File: config.mk
export PLATFORM = sky130hd
export DESIGN_NAME = pf_fetch_flat
export DESIGN_NICKNAME = d
export VERILOG_FILES = /design/src/rtl/pf_fetch_if.sv /design/src/rtl/pf_fetch.sv /design/src/flat_wrapper.sv
export SDC_FILE = /design/constraint.sdc
export NUM_CORES = 1
export LEC_CHECK = 0
export CAP_MARGIN = 20
export CORE_ASPECT_RATIO = 1.2
export CORE_UTILIZATION = 48
export CTS_CLUSTER_DIAMETER = 60
export DETAILED_ROUTE_END_ITERATION = 8
export PLACE_DENSITY = 0.79
export SETUP_SLACK_MARGIN = 0.02
export SYNTH_ARGS = -nofsm -noshare
export SYNTH_HDL_FRONTEND = slang
export SYNTH_SLANG_ARGS = --single-unit
File: constraint.sdc
create_clock -name clk -period 2.2 [get_ports clk]
set_input_delay 0.22 -clock clk [delete_from_list [all_inputs] [get_ports clk]]
set_output_delay 0.22 -clock clk [all_outputs]
set_load 0.02 [all_outputs]
File: src/rtl/pf_fetch_if.sv
// Pre-fetch stage bus: next-PC/stall/flush controls, instruction-memory
// request/response channel, and the fetched-word handoff toward IF.
interface pf_fetch_if;
    logic [31:0] NPC;
    logic        PCWr;
    logic        PF_Flush;
    logic        IF_allowin;

    logic        inst_req;
    logic [31:0] inst_addr;
    logic        inst_addr_ok;
    logic        inst_data_ok;
    logic [31:0] inst_rdata;

    logic [31:0] PF_PC;
    logic        PF_valid;
    logic [31:0] PF_inst;
    logic        PF_ex;

    // Fetch-stage side.
    modport master (
        input  NPC, PCWr, PF_Flush, IF_allowin,
        input  inst_addr_ok, inst_data_ok, inst_rdata,
        output inst_req, inst_addr,
        output PF_PC, PF_valid, PF_inst, PF_ex
    );

    // Environment side: next-PC logic, IF stage and instruction memory.
    modport slave (
        output NPC, PCWr, PF_Flush, IF_allowin,
        output inst_addr_ok, inst_data_ok, inst_rdata,
        input  inst_req, inst_addr,
        input  PF_PC, PF_valid, PF_inst, PF_ex
    );
endinterface

File: src/rtl/pf_fetch.sv
// Pre-fetch stage: issues one instruction-memory read at a time, buffers the
// returned word for IF, and discards responses that belong to fetches
// abandoned by a redirect.
module pf_fetch (
    input logic        clk,
    input logic        resetn,
    pf_fetch_if.master bus
);
    localparam logic [31:0] ResetPc = 32'hBFC0_0000;

    typedef enum logic [1:0] {StIdle, StReq, StWait, StHold} state_e;

    state_e      state_q;
    logic [31:0] pc_q;
    logic [31:0] req_addr_q;
    logic [31:0] inst_q;
    logic [1:0]  drop_cnt_q;
    logic        redirect_pend_q;
    logic        valid_q;
    logic        ex_q;
    logic        req_q;

    logic        data_keep;
    logic        data_drop;
    logic        drop_inc;
    logic [2:0]  drop_sum;
    logic        launch;
    logic [31:0] launch_addr;

    // A response is ours only when no abandoned fetch is still in flight.
    assign data_keep = bus.inst_data_ok && (drop_cnt_q == 2'd0);
    assign data_drop = bus.inst_data_ok && (drop_cnt_q != 2'd0);

    // Decide whether this edge starts a new fetch, and from which address.
    always_comb begin
        launch      = 1'b0;
        launch_addr = bus.NPC;
        drop_inc    = 1'b0;
        unique case (state_q)
            StIdle: begin
                launch      = 1'b1;
                launch_addr = bus.PF_Flush ? bus.NPC : pc_q;
            end
            StReq: begin
                // An accepted request that is being redirected must be drained later.
                if (bus.inst_addr_ok && (bus.PF_Flush || redirect_pend_q)) begin
                    launch      = 1'b1;
                    drop_inc    = 1'b1;
                    launch_addr = bus.PF_Flush ? bus.NPC : pc_q;
                end
            end
            StWait: begin
                if (bus.PF_Flush) begin
                    launch   = 1'b1;
                    // A same-cycle response with nothing to drop closes out the old fetch.
                    drop_inc = !data_keep;
                end
            end
            StHold: begin
                if (bus.PF_Flush || (bus.IF_allowin && bus.PCWr)) begin
                    launch = 1'b1;
                end
            end
            default: ;
        endcase
    end

    assign drop_sum = {1'b0, drop_cnt_q} + {2'b00, drop_inc} - {2'b00, data_drop};

    // Fetch state machine with registered outputs.
    always_ff @(posedge clk or negedge resetn) begin
        if (!resetn) begin
            state_q         <= StIdle;
            pc_q            <= ResetPc;
            req_addr_q      <= ResetPc;
            inst_q          <= 32'h0;
            drop_cnt_q      <= 2'd0;
            redirect_pend_q <= 1'b0;
            valid_q         <= 1'b0;
            ex_q            <= 1'b0;
            req_q           <= 1'b0;
        end else begin
            drop_cnt_q <= drop_sum[1:0];
            if (bus.PF_Flush) begin
                pc_q <= bus.NPC;
            end
            if (launch) begin
                pc_q            <= launch_addr;
                req_addr_q      <= launch_addr;
                redirect_pend_q <= 1'b0;
                if (launch_addr[1:0] != 2'b00) begin
                    // Misaligned target: report AdEL to IF without touching memory.
                    state_q <= StHold;
                    req_q   <= 1'b0;
                    valid_q <= 1'b1;
                    ex_q    <= 1'b1;
                    inst_q  <= 32'h0;
                end else begin
                    state_q <= StReq;
                    req_q   <= 1'b1;
                    valid_q <= 1'b0;
                    ex_q    <= 1'b0;
                end
            end else begin
                unique case (state_q)
                    StReq: begin
                        if (bus.inst_addr_ok) begin
                            state_q <= StWait;
                            req_q   <= 1'b0;
                        end else if (bus.PF_Flush) begin
                            // Request cannot be retracted; redirect once it is accepted.
                            redirect_pend_q <= 1'b1;
                        end
                    end
                    StWait: begin
                        if (data_keep) begin
                            state_q <= StHold;
                            inst_q  <= bus.inst_rdata;
                            valid_q <= 1'b1;
                            ex_q    <= 1'b0;
                        end
                    end
                    default: ;
                endcase
            end
        end
    end

`ifndef SYNTHESIS
    // More than two abandoned fetches in flight means the flush source broke the protocol.
    always_ff @(posedge clk) begin
        if (resetn) begin
            assert (drop_sum <= 3'd2) else $error("pf_fetch: drop_cnt overflow");
        end
    end
`endif

    assign bus.inst_req  = req_q;
    assign bus.inst_addr = req_addr_q;
    assign bus.PF_PC     = pc_q;
    assign bus.PF_valid  = valid_q;
    assign bus.PF_inst   = inst_q;
    assign bus.PF_ex     = ex_q;

endmodule

File: src/flat_wrapper.sv
// flat-port wrapper written by rule: the top's interface ports become plain ports
module pf_fetch_flat 
  (clk, resetn, bus_NPC, bus_PCWr, bus_PF_Flush, bus_IF_allowin, bus_inst_addr_ok, bus_inst_data_ok, bus_inst_rdata, bus_inst_req, bus_inst_addr, bus_PF_PC, bus_PF_valid, bus_PF_inst, bus_PF_ex);
  pf_fetch_if bus_i ();
  input logic clk;
  input logic resetn;
  input wire logic [$bits(bus_i.NPC)-1:0] bus_NPC;
  input wire logic [$bits(bus_i.PCWr)-1:0] bus_PCWr;
  input wire logic [$bits(bus_i.PF_Flush)-1:0] bus_PF_Flush;
  input wire logic [$bits(bus_i.IF_allowin)-1:0] bus_IF_allowin;
  input wire logic [$bits(bus_i.inst_addr_ok)-1:0] bus_inst_addr_ok;
  input wire logic [$bits(bus_i.inst_data_ok)-1:0] bus_inst_data_ok;
  input wire logic [$bits(bus_i.inst_rdata)-1:0] bus_inst_rdata;
  output wire logic [$bits(bus_i.inst_req)-1:0] bus_inst_req;
  output wire logic [$bits(bus_i.inst_addr)-1:0] bus_inst_addr;
  output wire logic [$bits(bus_i.PF_PC)-1:0] bus_PF_PC;
  output wire logic [$bits(bus_i.PF_valid)-1:0] bus_PF_valid;
  output wire logic [$bits(bus_i.PF_inst)-1:0] bus_PF_inst;
  output wire logic [$bits(bus_i.PF_ex)-1:0] bus_PF_ex;
  assign bus_i.NPC = bus_NPC;
  assign bus_i.PCWr = bus_PCWr;
  assign bus_i.PF_Flush = bus_PF_Flush;
  assign bus_i.IF_allowin = bus_IF_allowin;
  assign bus_i.inst_addr_ok = bus_inst_addr_ok;
  assign bus_i.inst_data_ok = bus_inst_data_ok;
  assign bus_i.inst_rdata = bus_inst_rdata;
  assign bus_inst_req = bus_i.inst_req;
  assign bus_inst_addr = bus_i.inst_addr;
  assign bus_PF_PC = bus_i.PF_PC;
  assign bus_PF_valid = bus_i.PF_valid;
  assign bus_PF_inst = bus_i.PF_inst;
  assign bus_PF_ex = bus_i.PF_ex;
  pf_fetch u_core (.clk(clk), .resetn(resetn), .bus(bus_i));
endmodule
==> metrics.yaml <==
async_flop_share_pct: 100
power.switching_uw: 4310
clockBufferDepth: 2
yosysSeqAreaShare_pct: 46.9
cp-startpoint: "u_core.state_q[0]"
portBuffers: 169
grt.overflow.total: 0
io_pins: 170
r2r_cells: 7
layout_setup_ws_ns: 0.0617
place_ws_ns: -0.158
num-nets-final: 798
clkSlewWorstSetupHoldPaths_ns: 0.07
hold_ws_ns: 0.374
postRouteWirelength_mm: 15.7
cp.arrival_ns: 2.40
fin_crit_sh_pct: 97.2
final_area_sq_um: 7900
critical_path.max_fanout: 37
status: "finished, final reports clean"
htree_levels: 3
vias: 5046
crit_type: "reg -> reg"
worstMarginPinSlew_ns: 0.576
critical_path.endpoint: "u_core.bus.PF_inst[3]"
ys_warn_count: 0
cts.sinks: 104
dpl_cell_area_sq_um: 7510
synth_cell_type_count: 44
yosysTopAreaCell: "dfrtp_1"
hold_viol: 0
syn_nets: 639
hpwl_mm: 10.8
combPwrFrac_pct: 51.4
power.density_nw_per_um2: 1340
numCtsBuffers: 9
grt_pass1_vias: 5106
cts_tree: "built"
startpoint_type: "register"
die_y_microns: 120
synthDominantCellAreaShare_pct: 38.4
max-slew-margin-rel_pct: 61.5
pwr-share-clk_pct: 16.6
grtUsageTotal_pct: 26.8
coreArea_sq_um: 11200
p_leak_uw: 0.00320
grt_max_degree: 50
dp.cells: 862
fin_crit_ns: 2.14
grt_pass1_wl_mm: 25.7
layout-drive-gt1-share_pct: 14.9
clockRootBuffer: "clkbuf_16"
fp-row-count: 42
fmax_ghz: 0.468
synth-edff-count: 0
post_drt_wl_per_cell_microns: 17.9
ys_ff_latch: 104
p_total_uw: 10600
hold_class: "in -> async"
seqPwrFrac_pct: 32.0
cts_setup_buffers: 0
insertedDiodeCount: 0
swShare_pct: 40.7
die_x_microns: 101
syn_to_final_growth_pct: 41.1
vias_per_cell: 5.74
multi_input_area_sq_um: 2750
vdd_ir_drop_max_mv: 0.969
maxSlewViolCount: 0
ys.flop_type: "dfrtp_1"
clk_latency_ns: 0.34
gp_congestion: 0.799
rrSetupSlack_ns: 0.06
drtIter0Drc: 432
drtPass1Iterations: 4
drc: 0
nFillCells: 836
crit_required_ns: 2.46
setup_viol: 0
stdcell_count: 879
antenna_found_initial: 0
regArea_sq_um: 2630
r2r-end: "u_core.bus.PF_inst[3]"
avgSynthCellArea_sq_um: 9.99
initial_core_util_pct: 50.0
p_int_uw: 6270
grt_setup_unrepaired: "yes"
synth_area_leaders: "dfrtp_1 38%, a21oi_1 9.0%, dfstp_2 8.4%"
syn-instance-count: 561
timing.rr.start: "u_core.state_q[0]"
final_antenna_net_count: 0
die-area_sq_um: 12100
cap_violations: 0
syn_area_sq_um: 5600
end_kind: "register"
finalClockSkew_ns: 0.00822
==> cell families after synthesis <==
logic type	Yosys count	synth area share, %
compound gates	215	29.8
xor+xnor	2	0.313
fa+ha+maj	7	1.56
buf+inv	54	4.91
flops	104	46.9
mux	33	5.90
simple gates	146	10.7
==> worst min-delay path by stage <==
stage,start,end,slack [ns]
2_1_floorplan,resetn,u_core.bus.PF_PC[0],-0.08
3_3_place_gp,resetn,u_core.bus.inst_addr[20],0.20
3_5_place_dp,resetn,u_core.bus.inst_addr[13],0.21
4_1_cts,resetn,u_core.bus.inst_addr[20],0.38
5_1_grt,resetn,u_core.bus.inst_addr[20],0.40
6_report,resetn,u_core.bus.inst_addr[13],0.37
==> cell usage in the layout (no fill, tap or decap), types with 6 or more instances in the layout <==
cell type	netlist	layout
clkbuf_16	0	9
nor2_1	34	34
o2bb2a_1	30	30
nand2_1	96	96
o2bb2ai_1	33	32
mux2i_1	33	33
a21oi_1	101	100
dfstp_2	18	18
dfrtp_1	86	86
buf_4	4	18
o211ai_2	31	31
inv_1	6	6
buf_12	0	7
clkdlybuf4s50_1	0	167
==> Yosys cell counts (all sizes together) (2+ instances only) <==
cell	n
a21oi	102
and2	2
dfstp	18
clkbuf	29
buf	19
o2bb2a	32
a21boi	2
o21a	2
dfrtp	86
inv	6
ha	7
xnor2	2
a211o	2
nand2	96
nor3	3
mux2i	33
o2bb2ai	33
nor2	35
nand3	2
or3b	2
o211ai	33
==> final cells by class <==
class,count,area share [%]
well taps,154,2.44
repair buffers,196,25.1
flip-flops and latches,104,33.2
multi-input cells,403,34.8
inverters,6,0.285
clock buffers,10,3.02
clock inverters,6,1.16
==> through the flow <==
stage / util (%) / TNS [ns]
floorplan: - / 0
global placement: 67.1 / -1.34
detailed placement: 67.1 / -5.09
CTS: 70.2 / 0
global route: 70.6 / -0.00283
finish: 70.6 / 0
==> critical path: stages, from the launching register on <==
cell      delay (ns)
dfrtp_1         0.41
inv_1           0.10
ha_1            0.23
or2_4           0.29
a211o_2         0.41
buf_12          0.19
o2bb2a_1        0.32
o211ai_2        0.08
==> sequential cells by signal (all words and copies together), names as in the netlist <==
signal,cells
u_core.bus.PF_valid,1
u_core.drop_cnt_q,2
u_core.bus.PF_ex,1
u_core.redirect_pend_q,1
u_core.state_q,2
u_core.bus.PF_PC,32
u_core.bus.PF_inst,32
u_core.bus.inst_addr,32
u_core.bus.inst_req,1
==> power groups by stage <==
stage / logic [uW] / registers, uW / clock network, uW
global route: 5830 / 3470 / 1870
finish: 5440 / 3380 / 1760
CTS: 5430 / 3380 / 1790
global placement: 5240 / 3370 / 0
detailed placement: 5380 / 3380 / 0
floorplan: 2220 / 4190 / 0
==> metal layers <==
layer	up-vias	GRT usage (%)	share of wire [%]
met5	-	0	0
met1	2497	35.1	42
met2	171	44.2	51
met3	24	5.20	5.6
met4	0	9.60	1.9
li1	2354	-	-
==> timing repair <==
item | 4_1_cts | 5_1_grt
pin swaps | 0 | 1
resized for setup | 2 | 8
setup endpoints to repair | 56 | 61
hold endpoints to repair | 19 | 0
hold buffers | 1 | 0
No activity file was read; power rests on OpenSTA's default activity.
